<file path="config.mk">
export PLATFORM = sky130hd
export DESIGN_NAME = tl_tx_write_splitter
export DESIGN_NICKNAME = d
export VERILOG_FILES = /design/src/rtl/tl_tx_write_splitter_pkg.sv /design/src/rtl/tl_tx_write_splitter_seg_len_calc.sv /design/src/rtl/tl_tx_write_splitter.sv
export SDC_FILE = /design/constraint.sdc
export NUM_CORES = 1
export LEC_CHECK = 0
export CORE_ASPECT_RATIO = 0.9
export CORE_MARGIN = 4
export CORE_UTILIZATION = 40
export DETAILED_ROUTE_END_ITERATION = 8
export PLACE_DENSITY = 0.71
export SLEW_MARGIN = 5
export SYNTH_ARGS = -nofsm -noshare
export SYNTH_HDL_FRONTEND = slang
export SYNTH_HIERARCHICAL = 1
export SYNTH_SLANG_ARGS = --single-unit
</file>
<file path="constraint.sdc">
create_clock -name clk -period 14.7 [get_ports clk]
set_input_delay 2.94 -clock clk [delete_from_list [all_inputs] [get_ports clk]]
set_output_delay 2.94 -clock clk [all_outputs]
set_load 0.01 [all_outputs]
</file>
<file path="src/rtl/tl_tx_write_splitter_pkg.sv">
// Shared TL_TX write-path definitions: MPS encodings, page/request limits, FSM states.
// Pure definitions, no logic; MPS encodings match the RX checker.
package tl_tx_write_splitter_pkg;

  localparam logic [2:0] MPS_128B  = 3'b010;
  localparam logic [2:0] MPS_256B  = 3'b011;
  localparam logic [2:0] MPS_512B  = 3'b100;
  localparam logic [2:0] MPS_1024B = 3'b101;

  localparam int PAGE_DW    = 1024;
  localparam int MAX_REQ_DW = 4096;

  typedef enum logic {
    ST_IDLE  = 1'b0,
    ST_SPLIT = 1'b1
  } state_t;

  // Unknown or reserved encodings fall back to the smallest legal payload.
  function automatic logic [10:0] mps_decode(input logic [2:0] cfg);
    case (cfg)
      MPS_128B:  return 11'd128;
      MPS_256B:  return 11'd256;
      MPS_512B:  return 11'd512;
      MPS_1024B: return 11'd1024;
      default:   return 11'd32;
    endcase
  endfunction

endpackage

</file>
<file path="src/rtl/tl_tx_write_splitter_seg_len_calc.sv">
// Segment length = min(remaining, MPS, room left in the 4 KB page); flags the final segment.
// Purely combinational, no latency, no flow control.
module tl_tx_seg_len_calc
  import tl_tx_write_splitter_pkg::*;
#(
  parameter int REQ_LEN_WIDTH = 13
) (
  input  logic [REQ_LEN_WIDTH-1:0] remaining,
  input  logic [10:0]              mps_dw,
  input  logic [9:0]               page_off,
  output logic [10:0]              seg,
  output logic                     hdr_last
);

  logic [10:0]              page_room;
  logic [10:0]              cap;
  logic [REQ_LEN_WIDTH-1:0] cap_ext;
  logic [REQ_LEN_WIDTH-1:0] seg_ext;

  // page_room is 1..1024, so it never reaches zero
  assign page_room = 11'(PAGE_DW) - {1'b0, page_off};
  assign cap       = (mps_dw < page_room) ? mps_dw : page_room;
  assign cap_ext   = {{(REQ_LEN_WIDTH-11){1'b0}}, cap};
  assign seg       = (remaining < cap_ext) ? remaining[10:0] : cap;
  assign seg_ext   = {{(REQ_LEN_WIDTH-11){1'b0}}, seg};
  assign hdr_last  = (remaining == seg_ext);

endmodule

</file>
<file path="src/rtl/tl_tx_write_splitter.sv">
// Splits one write request into MWr header descriptors bounded by MPS and 4 KB pages.
// First header one cycle after acceptance, one per cycle; hdr_ready low holds all hdr_* stable.
module tl_tx_write_splitter
  import tl_tx_write_splitter_pkg::*;
#(
  parameter int ADDR_WIDTH    = 64,
  parameter int REQ_LEN_WIDTH = 13
) (
  input  logic                     clk,
  input  logic                     arst,
  input  logic [2:0]               max_payload_config,
  input  logic                     req_valid,
  output logic                     req_ready,
  input  logic [ADDR_WIDTH-1:0]    req_addr,
  input  logic [REQ_LEN_WIDTH-1:0] req_len,
  output logic                     req_err,
  output logic                     hdr_valid,
  input  logic                     hdr_ready,
  output logic [ADDR_WIDTH-1:0]    hdr_addr,
  output logic [9:0]               hdr_len,
  output logic                     hdr_fmt_4dw,
  output logic [3:0]               hdr_first_be,
  output logic [3:0]               hdr_last_be,
  output logic [2:0]               hdr_tc,
  output logic [1:0]               hdr_attr,
  output logic [1:0]               hdr_at,
  output logic                     hdr_last
);

  localparam logic [REQ_LEN_WIDTH-1:0] MAX_LEN = MAX_REQ_DW[REQ_LEN_WIDTH-1:0];

  state_t                   state, state_nxt;
  logic [ADDR_WIDTH-3:0]    cur_addr;
  logic [REQ_LEN_WIDTH-1:0] remaining;
  logic [10:0]              mps_dw;
  logic                     req_err_q;
  logic [10:0]              seg;
  logic                     seg_last;
  logic                     len_bad;
  logic                     accept;
  logic                     unused_addr_lsb;

  assign unused_addr_lsb = ^req_addr[1:0];
  assign len_bad = (req_len == '0) || (req_len > MAX_LEN);
  assign accept  = req_valid && req_ready;

  tl_tx_seg_len_calc #(.REQ_LEN_WIDTH(REQ_LEN_WIDTH)) u_seg_len_calc (
    .remaining (remaining),
    .mps_dw    (mps_dw),
    .page_off  (cur_addr[9:0]),
    .seg       (seg),
    .hdr_last  (seg_last)
  );

  always_comb begin
    state_nxt = state;
    req_ready = 1'b0;
    hdr_valid = 1'b0;
    case (state)
      ST_IDLE: begin
        req_ready = 1'b1;
        if (req_valid && !len_bad) state_nxt = ST_SPLIT;
      end
      ST_SPLIT: begin
        hdr_valid = 1'b1;
        if (hdr_ready && seg_last) state_nxt = ST_IDLE;
      end
      default: state_nxt = ST_IDLE;
    endcase
  end

  always_ff @(posedge clk or posedge arst) begin
    if (arst) begin
      state     <= ST_IDLE;
      cur_addr  <= '0;
      remaining <= '0;
      mps_dw    <= 11'd32;
      req_err_q <= 1'b0;
    end else begin
      state     <= state_nxt;
      req_err_q <= accept && len_bad;
      if (accept && !len_bad) begin
        cur_addr  <= req_addr[ADDR_WIDTH-1:2];
        remaining <= req_len;
        mps_dw    <= mps_decode(max_payload_config);
      end else if (hdr_valid && hdr_ready) begin
        // carry runs through the full address, so a 4 GB crossing flips to 4DW
        cur_addr  <= cur_addr + {{(ADDR_WIDTH-13){1'b0}}, seg};
        remaining <= remaining - {{(REQ_LEN_WIDTH-11){1'b0}}, seg};
      end
    end
  end

  assign req_err      = req_err_q;
  assign hdr_addr     = hdr_valid ? {cur_addr, 2'b00} : '0;
  assign hdr_len      = hdr_valid ? seg[9:0] : 10'd0;
  assign hdr_last     = hdr_valid && seg_last;
  assign hdr_fmt_4dw  = |hdr_addr[ADDR_WIDTH-1:32];
  assign hdr_first_be = 4'hF;
  assign hdr_last_be  = (seg == 11'd1) ? 4'h0 : 4'hF;
  assign hdr_tc       = 3'd0;
  assign hdr_attr     = 2'd0;
  assign hdr_at       = 2'd0;

endmodule

</file>
==> results.cfg <==
[placement]
io_buffers = 162
pre_cts_slack_ps = 5400
dp.cells = 1281
gp_congestion = 0.923
dp_hpwl_um = 17400

[detailed_routing]
num_vias = 7306
drt_pre_antenna_iters = 5
drtAntennaViolNets = 0
post_drt_wl_per_cell_um = 17.9
drt-total-wl_um = 23200
viasPerCell = 5.63
drt-initial-drc-count = 679
drc_errors = 0

[global_routing]
grt_pass1_wl_um = 36700
grt_pass1_vias = 6826
grt_overflow_total = 0
grt.total_usage_pct = 22.6
antenna_found_initial = 0
grt_max_degree = 79

[timing]
finalSetupViolations = 0
max_freq_mhz = 103
fin_hold_ws_ps = 480
period_share_pct = 65.8
min_period_ps = 9680
fin_worst_skew_ps = 10.4
rsz0062_at_grt = false
hold_viol = 0
worst_slew_pin_slew_ps = 998
worst_slack_ps = 5020
setup-tns-final_ps = 0
maxSlewHeadroom_pct = 33.4
drv_slew = 0

[setup_path]
critPathCaptureType = output port
critPathKind = register to output port
critPathArrivalTime_ps = 6740
r2r_setup_slack_ps = 6580
cp.required_ps = 11760
crit_path_start_kind = register
crit_fanout = 18

[floorplan]
chipWidth_um = 150
die_y_um = 136
die_area_um2 = 20400
initial_utilization_pct = 40.9
core-area_um2 = 17700
io_pins = 178
rows = 46

[logic_synthesis]
synthTopCellsByArea = dfrtp_1 (28%), ha_1 (6.4%), and2_1 (5.5%)
syn_inst = 896
yosysSeqAreaShare_pct = 28.3
synth_top_flop_cell = dfrtp_1
synth_edf_count = 0
async_flop_share_pct = 100
synth.avg_cell_area_um2 = 8.10
yosys_warnings = 6
synth-seq-cells = 82
syn-cell-area_um2 = 7250
synth_top_area_share_pct = 27.9
synth_top_area_cell = dfrtp_1
synth_cell_type_count = 78

[job]
max_cap_viol_count = 0

[clock_network]
cts.reportedPaths.clkPinSlew_ps = 70
clock_sinks = 82
cts_tree = done
ctsHoldBuffers = 0
cts_buffers = 9
htree_levels = 3
clockBufferDepth = 2
cts-resized-gates = 0
root_buffer = clkbuf_16
insertion_delay_ps = 360
postCtsSetupBuffers = 0

[status]
outcome = complete, no violations

[pwr]
ir_worst_vdd_uv = 111
powerDensity_nw_per_um2 = 247
p_leak_nw = 3.77

[layout]
layout_common_cells = clkdlybuf4s50_1 (162), nand2_1 (87), dfrtp_1 (81)
final_common_cell = clkdlybuf4s50_1
area_growth_pct = 28.8
drive_above_1_share_pct = 5.01
nets = 1175
utilization_pct = 52.7
stdcell_count = 1297
antenna_cells = 0

[worst_hold_path]
min-delay-path-class = register to register
==> cells by family (layout without fill, tap and decap cells) <==
logic type               count (synthesis)  after routing  synth area share [%]
AND/OR/NAND/NOR                        373            373                  27.1
AO/OA/AOI/OAI                          212            212                  20.0
buffers and inverters                   99            229                  6.19
flip-flops                              82             82                  28.3
XOR/XNOR                                67             67                  8.19
adder cells (fa/ha/maj)                 40             40                  7.09
multiplexers                            21             21                  3.02
other                                    2             33                 0.104
==> state kept, by name, summed over array words and instances, names as in the netlist <==
signal / cells
cur_addr: 62
mps_dw: 5
remaining: 13
req_err: 1
state: 1
==> report_power, final <==
part | switching [mW] | leakage, nW | internal, mW
Sequential | 0.175 | 0.992 | 0.336
Combinational | 0.852 | 2.64 | 0.724
Clock | 0.108 | 0.139 | 0.118
Total | 1.13 | 3.77 | 1.18
==> layout make-up <==
class,count,area (um^2)
clock inverters,7,58.8
well taps,240,300
inverters,46,174
multi-input cells,746,4870
fillers,1751,8380
repair buffers,167,1660
flip-flops and latches,82,2050
clock buffers,9,225
==> metal layers <==
metal | GRT usage (%) | wire length, um
met5 | 0 | 0
met4 | 5.79 | 361
met3 | 4.75 | 1570
met2 | 35.0 | 10600
met1 | 32.3 | 10600
==> metrics by stage <==
step	instance area (um^2)	total power, mW
floorplan	7370	1.55
finish	9340	2.31
global placement	9060	2.04
CTS	9340	2.30
global route	9340	2.51
detailed placement	9060	2.07
==> Yosys cell counts, drive strengths merged, types with 6 or more instances <==
cell     n
and3    13
a21oi   32
nand2   87
and4     6
a211oi  10
dfrtp   81
nor2b    7
o311ai   7
a22oi   16
mux2i   17
o21ai   65
inv     46
clkbuf  25
nand4   21
nand2b   7
nor4    14
o211ai  10
or4      9
nor2    67
xor2    35
a221o    8
o31ai    8
buf     28
a31oi   13
ha      37
or3      8
xnor2   32
a21o    12
nor3    22
nand3   37
and2    65
==> worst paths after layout <==
kind / from / end / depth (start not counted)
max: cur_addr[0]$_DFFE_PP0P_ / hdr_last_be[1] / 22
min: mps_dw[8]$_DFFE_PP0P_ / mps_dw[8]$_DFFE_PP0P_ / 2
max reg2reg: cur_addr[0]$_DFFE_PP0P_ / cur_addr[14]$_DFFE_PP0P_ / 28
min reg2reg: mps_dw[8]$_DFFE_PP0P_ / mps_dw[8]$_DFFE_PP0P_ / 2
max in group asynchronous: arst / req_err$_DFF_PP0_ / 3
min in group asynchronous: arst / cur_addr[38]$_DFFE_PP0P_ / 2
==> worst max-delay path, stage by stage (launching register included) <==
cell and delay, ps:
dfrtp_1 550, inv_1 90, ha_1 290, xnor2_1 200
inv_1 90, ha_1 130, nand2_1 50, o21ai_0 190
a221oi_1 140, o311ai_1 280, nand3_1 170, a211oi_4 820
mux2_2 430, ha_1 280, and4_1 180, nand4_1 150
o211ai_1 260, nor2_1 110, a21oi_4 460, mux2i_1 620
nor4_1 140, nand3_1 170, clkdlybuf4s50_1 570
Power figures use the tool's default switching activity.
